File: config.mk
export PLATFORM = sky130hd
export DESIGN_NAME = regfile_scoreboard_flat
export DESIGN_NICKNAME = d
export VERILOG_FILES = /design/src/rtl/regfile_scoreboard_if.sv /design/src/rtl/regfile_scoreboard.sv /design/src/flat_wrapper.sv
export SDC_FILE = /design/constraint.sdc
export NUM_CORES = 2
export LEC_CHECK = 0
export CORE_MARGIN = 1
export CORE_UTILIZATION = 51
export CTS_CLUSTER_DIAMETER = 60
export DETAILED_ROUTE_END_ITERATION = 8
export PLACE_DENSITY = 0.68
export SETUP_SLACK_MARGIN = 0.4
export SYNTH_ARGS = -nofsm -noshare
export SYNTH_HDL_FRONTEND = slang
export SYNTH_SLANG_ARGS = --single-unit
File: constraint.sdc
create_clock -name Clk -period 12.43 [get_ports Clk]
set_input_delay 1.8645 -clock Clk [delete_from_list [all_inputs] [get_ports Clk]]
set_output_delay 1.8645 -clock Clk [all_outputs]
set_load 0.02 [all_outputs]
File: src/rtl/regfile_scoreboard_if.sv
// Register-file / scoreboard bus: decode-side reads and reservations,
// writeback-side writes. master = CPU pipeline, slave = register file.
interface regfile_scoreboard_if #(
    parameter int WIDTH     = 32,
    parameter int ADDR_BITS = 5
);
    logic [ADDR_BITS-1:0] ReadRegister1;
    logic [ADDR_BITS-1:0] ReadRegister2;
    logic [WIDTH-1:0]     ReadData1;
    logic [WIDTH-1:0]     ReadData2;
    logic                 ReadBusy1;
    logic                 ReadBusy2;
    logic [ADDR_BITS-1:0] WriteRegister0;
    logic [ADDR_BITS-1:0] WriteRegister1;
    logic [WIDTH-1:0]     WriteData0;
    logic [WIDTH-1:0]     WriteData1;
    logic                 RegWrite0;
    logic                 RegWrite1;
    logic                 Reserve;
    logic [ADDR_BITS-1:0] ReserveRegister;
    logic                 ReserveStall;
    logic [ADDR_BITS:0]   BusyCount;

    modport master (
        output ReadRegister1, ReadRegister2,
        output WriteRegister0, WriteRegister1, WriteData0, WriteData1,
        output RegWrite0, RegWrite1, Reserve, ReserveRegister,
        input  ReadData1, ReadData2, ReadBusy1, ReadBusy2,
        input  ReserveStall, BusyCount
    );

    modport slave (
        input  ReadRegister1, ReadRegister2,
        input  WriteRegister0, WriteRegister1, WriteData0, WriteData1,
        input  RegWrite0, RegWrite1, Reserve, ReserveRegister,
        output ReadData1, ReadData2, ReadBusy1, ReadBusy2,
        output ReserveStall, BusyCount
    );
endinterface

File: src/rtl/regfile_scoreboard.sv
// MIPS-style register file (2 async read, 2 sync write, r0 = 0) with a
// per-register busy scoreboard: issue reserves a destination, writeback
// releases it. Optional same-cycle write->read forwarding is enabled by
// defining REGFILE_BYPASS_EN.
module regfile_scoreboard #(
    parameter int WIDTH     = 32,
    parameter int ADDR_BITS = 5
) (
    input logic                 Clk,
    input logic                 Reset_n,
    regfile_scoreboard_if.slave bus
);
    localparam int DEPTH = 1 << ADDR_BITS;

    logic [DEPTH-1:0][WIDTH-1:0] regs;
    logic [DEPTH-1:0]            busy;
    logic [DEPTH-1:0]            busyNext;
    logic [ADDR_BITS:0]          busyCount;
    logic [ADDR_BITS:0]          busyCountNext;
    logic                        releasing;
    logic                        reserveStall;
    logic                        reserveGrant;

    // A writeback to the requested register this cycle frees it, so no stall.
    always_comb begin
        releasing = (bus.RegWrite0 && bus.WriteRegister0 == bus.ReserveRegister) ||
                    (bus.RegWrite1 && bus.WriteRegister1 == bus.ReserveRegister);
    end

    // busy[0] is never set, so a reserve of r0 never stalls.
    assign reserveStall = bus.Reserve & busy[bus.ReserveRegister] & ~releasing;
    assign reserveGrant = bus.Reserve & ~reserveStall & (bus.ReserveRegister != '0);

    // Next busy vector: writes release, a granted reserve sets (reserve wins).
    always_comb begin
        busyNext = busy;
        for (int i = 1; i < DEPTH; i++) begin
            if ((bus.RegWrite0 && bus.WriteRegister0 == ADDR_BITS'(i)) ||
                (bus.RegWrite1 && bus.WriteRegister1 == ADDR_BITS'(i)))
                busyNext[i] = 1'b0;
            if (reserveGrant && bus.ReserveRegister == ADDR_BITS'(i))
                busyNext[i] = 1'b1;
        end
        busyNext[0] = 1'b0;
    end

    // Popcount of the next busy vector, registered alongside it.
    always_comb begin
        busyCountNext = '0;
        for (int i = 1; i < DEPTH; i++)
            busyCountNext = busyCountNext + {{ADDR_BITS{1'b0}}, busyNext[i]};
    end

    // Register array, scoreboard and count; port 1 wins a same-address write.
    always_ff @(posedge Clk or negedge Reset_n) begin
        if (!Reset_n) begin
            regs      <= '0;
            busy      <= '0;
            busyCount <= '0;
        end else begin
            for (int i = 1; i < DEPTH; i++) begin
                if (bus.RegWrite1 && bus.WriteRegister1 == ADDR_BITS'(i))
                    regs[i] <= bus.WriteData1;
                else if (bus.RegWrite0 && bus.WriteRegister0 == ADDR_BITS'(i))
                    regs[i] <= bus.WriteData0;
            end
            busy      <= busyNext;
            busyCount <= busyCountNext;
        end
    end

    // Read port 1: stored value (optionally forwarded from a same-cycle write).
    always_comb begin
        bus.ReadData1 = regs[bus.ReadRegister1];
        bus.ReadBusy1 = busy[bus.ReadRegister1];
`ifdef REGFILE_BYPASS_EN
        // Forwarding is suppressed in reset since no write can complete then.
        if (Reset_n && bus.ReadRegister1 != '0) begin
            if (bus.RegWrite1 && bus.WriteRegister1 == bus.ReadRegister1) begin
                bus.ReadData1 = bus.WriteData1;
                bus.ReadBusy1 = 1'b0;
            end else if (bus.RegWrite0 && bus.WriteRegister0 == bus.ReadRegister1) begin
                bus.ReadData1 = bus.WriteData0;
                bus.ReadBusy1 = 1'b0;
            end
        end
`endif
        if (bus.ReadRegister1 == '0) begin
            bus.ReadData1 = '0;
            bus.ReadBusy1 = 1'b0;
        end
    end

    // Read port 2: identical to port 1.
    always_comb begin
        bus.ReadData2 = regs[bus.ReadRegister2];
        bus.ReadBusy2 = busy[bus.ReadRegister2];
`ifdef REGFILE_BYPASS_EN
        if (Reset_n && bus.ReadRegister2 != '0) begin
            if (bus.RegWrite1 && bus.WriteRegister1 == bus.ReadRegister2) begin
                bus.ReadData2 = bus.WriteData1;
                bus.ReadBusy2 = 1'b0;
            end else if (bus.RegWrite0 && bus.WriteRegister0 == bus.ReadRegister2) begin
                bus.ReadData2 = bus.WriteData0;
                bus.ReadBusy2 = 1'b0;
            end
        end
`endif
        if (bus.ReadRegister2 == '0) begin
            bus.ReadData2 = '0;
            bus.ReadBusy2 = 1'b0;
        end
    end

    assign bus.ReserveStall = reserveStall;
    assign bus.BusyCount    = busyCount;
endmodule

File: src/flat_wrapper.sv
// flat-port wrapper written by rule: the top's interface ports become plain ports
module regfile_scoreboard_flat 
#(
    parameter int WIDTH     = 32,
    parameter int ADDR_BITS = 5
)
  (Clk, Reset_n, bus_ReadRegister1, bus_ReadRegister2, bus_WriteRegister0, bus_WriteRegister1, bus_WriteData0, bus_WriteData1, bus_RegWrite0, bus_RegWrite1, bus_Reserve, bus_ReserveRegister, bus_ReadData1, bus_ReadData2, bus_ReadBusy1, bus_ReadBusy2, bus_ReserveStall, bus_BusyCount);
  regfile_scoreboard_if #(.WIDTH(WIDTH), .ADDR_BITS(ADDR_BITS)) bus_i ();
  input logic Clk;
  input logic Reset_n;
  input wire logic [$bits(bus_i.ReadRegister1)-1:0] bus_ReadRegister1;
  input wire logic [$bits(bus_i.ReadRegister2)-1:0] bus_ReadRegister2;
  input wire logic [$bits(bus_i.WriteRegister0)-1:0] bus_WriteRegister0;
  input wire logic [$bits(bus_i.WriteRegister1)-1:0] bus_WriteRegister1;
  input wire logic [$bits(bus_i.WriteData0)-1:0] bus_WriteData0;
  input wire logic [$bits(bus_i.WriteData1)-1:0] bus_WriteData1;
  input wire logic [$bits(bus_i.RegWrite0)-1:0] bus_RegWrite0;
  input wire logic [$bits(bus_i.RegWrite1)-1:0] bus_RegWrite1;
  input wire logic [$bits(bus_i.Reserve)-1:0] bus_Reserve;
  input wire logic [$bits(bus_i.ReserveRegister)-1:0] bus_ReserveRegister;
  output wire logic [$bits(bus_i.ReadData1)-1:0] bus_ReadData1;
  output wire logic [$bits(bus_i.ReadData2)-1:0] bus_ReadData2;
  output wire logic [$bits(bus_i.ReadBusy1)-1:0] bus_ReadBusy1;
  output wire logic [$bits(bus_i.ReadBusy2)-1:0] bus_ReadBusy2;
  output wire logic [$bits(bus_i.ReserveStall)-1:0] bus_ReserveStall;
  output wire logic [$bits(bus_i.BusyCount)-1:0] bus_BusyCount;
  assign bus_i.ReadRegister1 = bus_ReadRegister1;
  assign bus_i.ReadRegister2 = bus_ReadRegister2;
  assign bus_i.WriteRegister0 = bus_WriteRegister0;
  assign bus_i.WriteRegister1 = bus_WriteRegister1;
  assign bus_i.WriteData0 = bus_WriteData0;
  assign bus_i.WriteData1 = bus_WriteData1;
  assign bus_i.RegWrite0 = bus_RegWrite0;
  assign bus_i.RegWrite1 = bus_RegWrite1;
  assign bus_i.Reserve = bus_Reserve;
  assign bus_i.ReserveRegister = bus_ReserveRegister;
  assign bus_ReadData1 = bus_i.ReadData1;
  assign bus_ReadData2 = bus_i.ReadData2;
  assign bus_ReadBusy1 = bus_i.ReadBusy1;
  assign bus_ReadBusy2 = bus_i.ReadBusy2;
  assign bus_ReserveStall = bus_i.ReserveStall;
  assign bus_BusyCount = bus_i.BusyCount;
  regfile_scoreboard #(.WIDTH(WIDTH), .ADDR_BITS(ADDR_BITS)) u_core (.Clk(Clk), .Reset_n(Reset_n), .bus(bus_i));
endmodule
==> metrics.md <==
| Metric | Value |
|---|---|
| Status | finished clean |
| Finished Core Util | 56.6% |
| Crit-path max FO | 36 |
| Worst Hold Class | register to register |
| Row Count | 130 |
| Tmin final | 8.71 ns |
| Worst Tran Pin Value | 1.34 ns |
| Slowest CP cell | clkdlybuf4s50_1 |
| CTS tree | yes |
| GPL Wtd Cong | 0.920 |
| Post-cts resize count | 0 |
| Clock Pin Slew Worst Setup and Hold Paths | 0.06 ns |
| CP endpoint kind | register |
| FILL cells | 10500 |
| Setup-failing EPs final | 0 |
| Max-cap violations | 0 |
| Hold path start | u_core.regs[669] |
| Critical path startpoint category | primary input |
| Most area-consuming cells after synthesis | dfrtp_1 (39%), mux4_2 (21%), mux2i_1 (15%), a21oi_1 (3.9%), o21ai_0 (3.7%) |
| Final period utilization | 70.1% |
| Mapped Cells | 5836 |
| GR Overflow Total | 0 |
| Sinks on the clock net | 1029 |
| Hold Path Sink | u_core.regs[669] |
| Critical path's most frequent cell | fa_1 |
| Post-route ant nets | 0 |
| Synthesized flop and latch total | 1029 |
| DRC viols | 0 |
| Mean post-synth cell area | 11.2 um2 |
| I/O Buffers | 166 |
| CTS max path bufs | 3 |
| Worst vdd ir | 0.475 mV |
| Reg2reg end | u_core.bus.BusyCount[4] |
| Pin count of the biggest net entering global routing | 174 |
| Total track usage | 35.0% |
| Register-to-Register Path Depth | 22 |
| Top-area cell type share of the netlist area | 39.5% |
| Clock latency on the worst-skew pair | 0.76 ns |
| Critical path class | primary input to register |
| F_max | 0.115 GHz |
| Worst slack, placed | 3.08 ns |
| Final nets | 5674 |
| Cell area after synthesis | 65200 um2 |
| Final count of hold timing violations | 0 |
| Unrepaired setup endpoints after global routing | no |
| Slew margin rel. | 10.1% |
| Clk root buf | clkbuf_16 |
| Post-CTS setup buffer count | 0 |
| Max Transition Viols Final | 0 |
| Initial antenna violation count | 12 |
| Io pins | 167 |
| Leading cell type in the layout, fill and taps excluded | dfrtp_1 |
| Worst Path Required | 13.09 ns |
| Routed vias/inst | 6.70 |
| Core area | 126000 um2 |
| H-tree levels | 3 |
| Hold depth | 2 |
| Leakage power | 30.3 nW |
| Synth area leader | dfrtp_1 |
| CP startpoint | bus_ReserveRegister[1] |
| Area Overhead vs Synth | 9.54% |
| Layout cell share with drive strength beyond 1 | 19.9% |
| First-pass GRT wire length | 334000 um |
| Syn. warnings | 32 |
| Hold bufs inserted after CTS | 0 |
| Die width | 360 um |
| Net count after synthesis | 5962 |
| Setup Total Neg Slack | 0 ns |
| Routed WL | 226000 um |
| Vias after detailed routing | 48900 |
| Post-route setup slack | 3.72 ns |
| Sequential share of the synthesized area | 39.5% |
| Avg WL per Cell | 31.0 um |
| Chip Height | 360 um |
| Cell breakdown of the critical path | clkdlybuf4s50_1, nor2b_1, a31oi_1, nand4_1, and4b_1, buf_4, o21ai_0, fa_1, inv_1, fa_1, inv_1, fa_1, fa_1, fa_1, inv_1, fa_1, inv_1, ha_1, fa_1, a21o_1, a21oi_1, xnor2_1 |
| DRT Pass-1 Iters | 6 |
| Fin Clk Skew | 0.0352 ns |
| Total CTS buffers | 118 |
| Critical path data arrival time | 9.37 ns |
| Post-synth cell types | 45 |
| Vias in the first global route | 48500 |
| Critical path's largest stage delay | 1.06 ns |
| Initial DRC count | 6248 |
| Multi-input logic area | 36700 um2 |
| R2R Path Start | u_core.busy[9] |
| Die area | 129000 um2 |
| Most frequent cells in the layout | dfrtp_1 (1029), mux2i_1 (994), mux4_2 (600) |
| R2R setup slack | 5.72 ns |
| Final total power | 12.7 mW |
| Register area | 25700 um2 |
| Hpwl dp | 123000 um |
| Power Dens Cells | 178 nW/um2 |
| Initial Utilization | 51.7% |
-- per-layer routing --
metal,vias to the layer above,wire length [um],GRT usage (%)
met5,-,51,0
met4,12,11800,17.3
met3,616,22700,8.13
met2,2796,105000,54.1
met1,24800,87200,46.6
li1,20700,-,-
-- flip-flops by register name, summed over array words and instances (netlist names) --
register / flops
u_core.regs: 992
u_core.busy: 31
u_core.bus.BusyCount: 6
-- how the worst max path moves through the flow --
stage | slack, ns | cells past startpoint | endpoint
6_report | 3.72 | 22 | u_core.bus.BusyCount[4]
5_1_grt | 3.41 | 22 | u_core.bus.BusyCount[4]
4_1_cts | 3.85 | 22 | u_core.bus.BusyCount[4]
3_5_place_dp | 3.08 | 22 | u_core.bus.BusyCount[4]
3_3_place_gp | 3.13 | 22 | u_core.bus.BusyCount[4]
2_1_floorplan | 4.50 | 27 | u_core.bus.BusyCount[4]
-- power breakdown --
| part | total [mW] | leakage [nW] | switching [mW] | internal (mW) |
|---|---|---|---|---|
| clock network | 3.68 | 1.99 | 1.51 | 2.17 |
| registers | 4.99 | 12.5 | 0.720 | 4.27 |
| logic | 4.05 | 15.8 | 1.89 | 2.17 |
-- worst max-delay path: cells and delay by family --
| kind | cells | cell delay (ns) |
|---|---|---|
| XOR/XNOR | 1 | 0.14 |
| AO/OA/AOI/OAI | 4 | 0.78 |
| adder cells (fa/ha/maj) | 8 | 3.64 |
| AND/OR/NAND/NOR | 3 | 1.22 |
| buffers and inverters | 6 | 1.69 |
-- metrics by stage --
step	hold WS [ns]	instances	cell area (um2)
after global routing	0.614	7299	71400
after detailed placement	0.570	7078	67300
after CTS	0.584	7294	71400
after floorplan	0.532	5836	65200
final	0.583	7301	71400
after global placement	0.551	7078	67300
-- cell families (layout without fill, tap and decap cells) --
logic type | count (synthesis) | count (layout) | synth area share [%]
compound gates | 1113 | 1113 | 9.03
xor+xnor | 13 | 13 | 0.175
fa+ha+maj | 32 | 32 | 0.879
buf+inv | 732 | 540 | 4.90
flops | 1029 | 1029 | 39.5
mux | 1728 | 1728 | 38.3
other cells | 0 | 7 | 0
simple gates | 1189 | 1189 | 7.22
-- cells in the mapped netlist, drive strengths merged --
library cell  number
buf              254
a22o              65
o22a               3
a32oi              1
nand3b            19
nor3              10
a22oi              1
nand3              6
nor2b             12
mux4             600
o21a              10
nand4              4
a21o               2
nand4b             1
nand2            557
dfrtp           1029
xnor2              8
or2                4
fa                23
and4b              1
ha                 9
xor2               5
clkbuf           441
o311a              1
mux2             134
a21oi            514
nand2b            13
nor2             550
mux2i            994
or3                5
inv               37
o21ai            503
nor4               5
and2               2
o22ai             10
a31oi              1
o211ai             2
-- cell type report --
type                       count  share of cell area [%]
inverter                      37                   0.194
sequential                  1029                    36.1
antenna                        7                  0.0245
clock buffer                 171                    4.90
clock inverter                45                   0.792
tap                         1650                    2.89
multi-input combinational   4075                    51.4
timing repair buffer         287                    3.76
No activity file was read; power rests on OpenSTA's default activity.
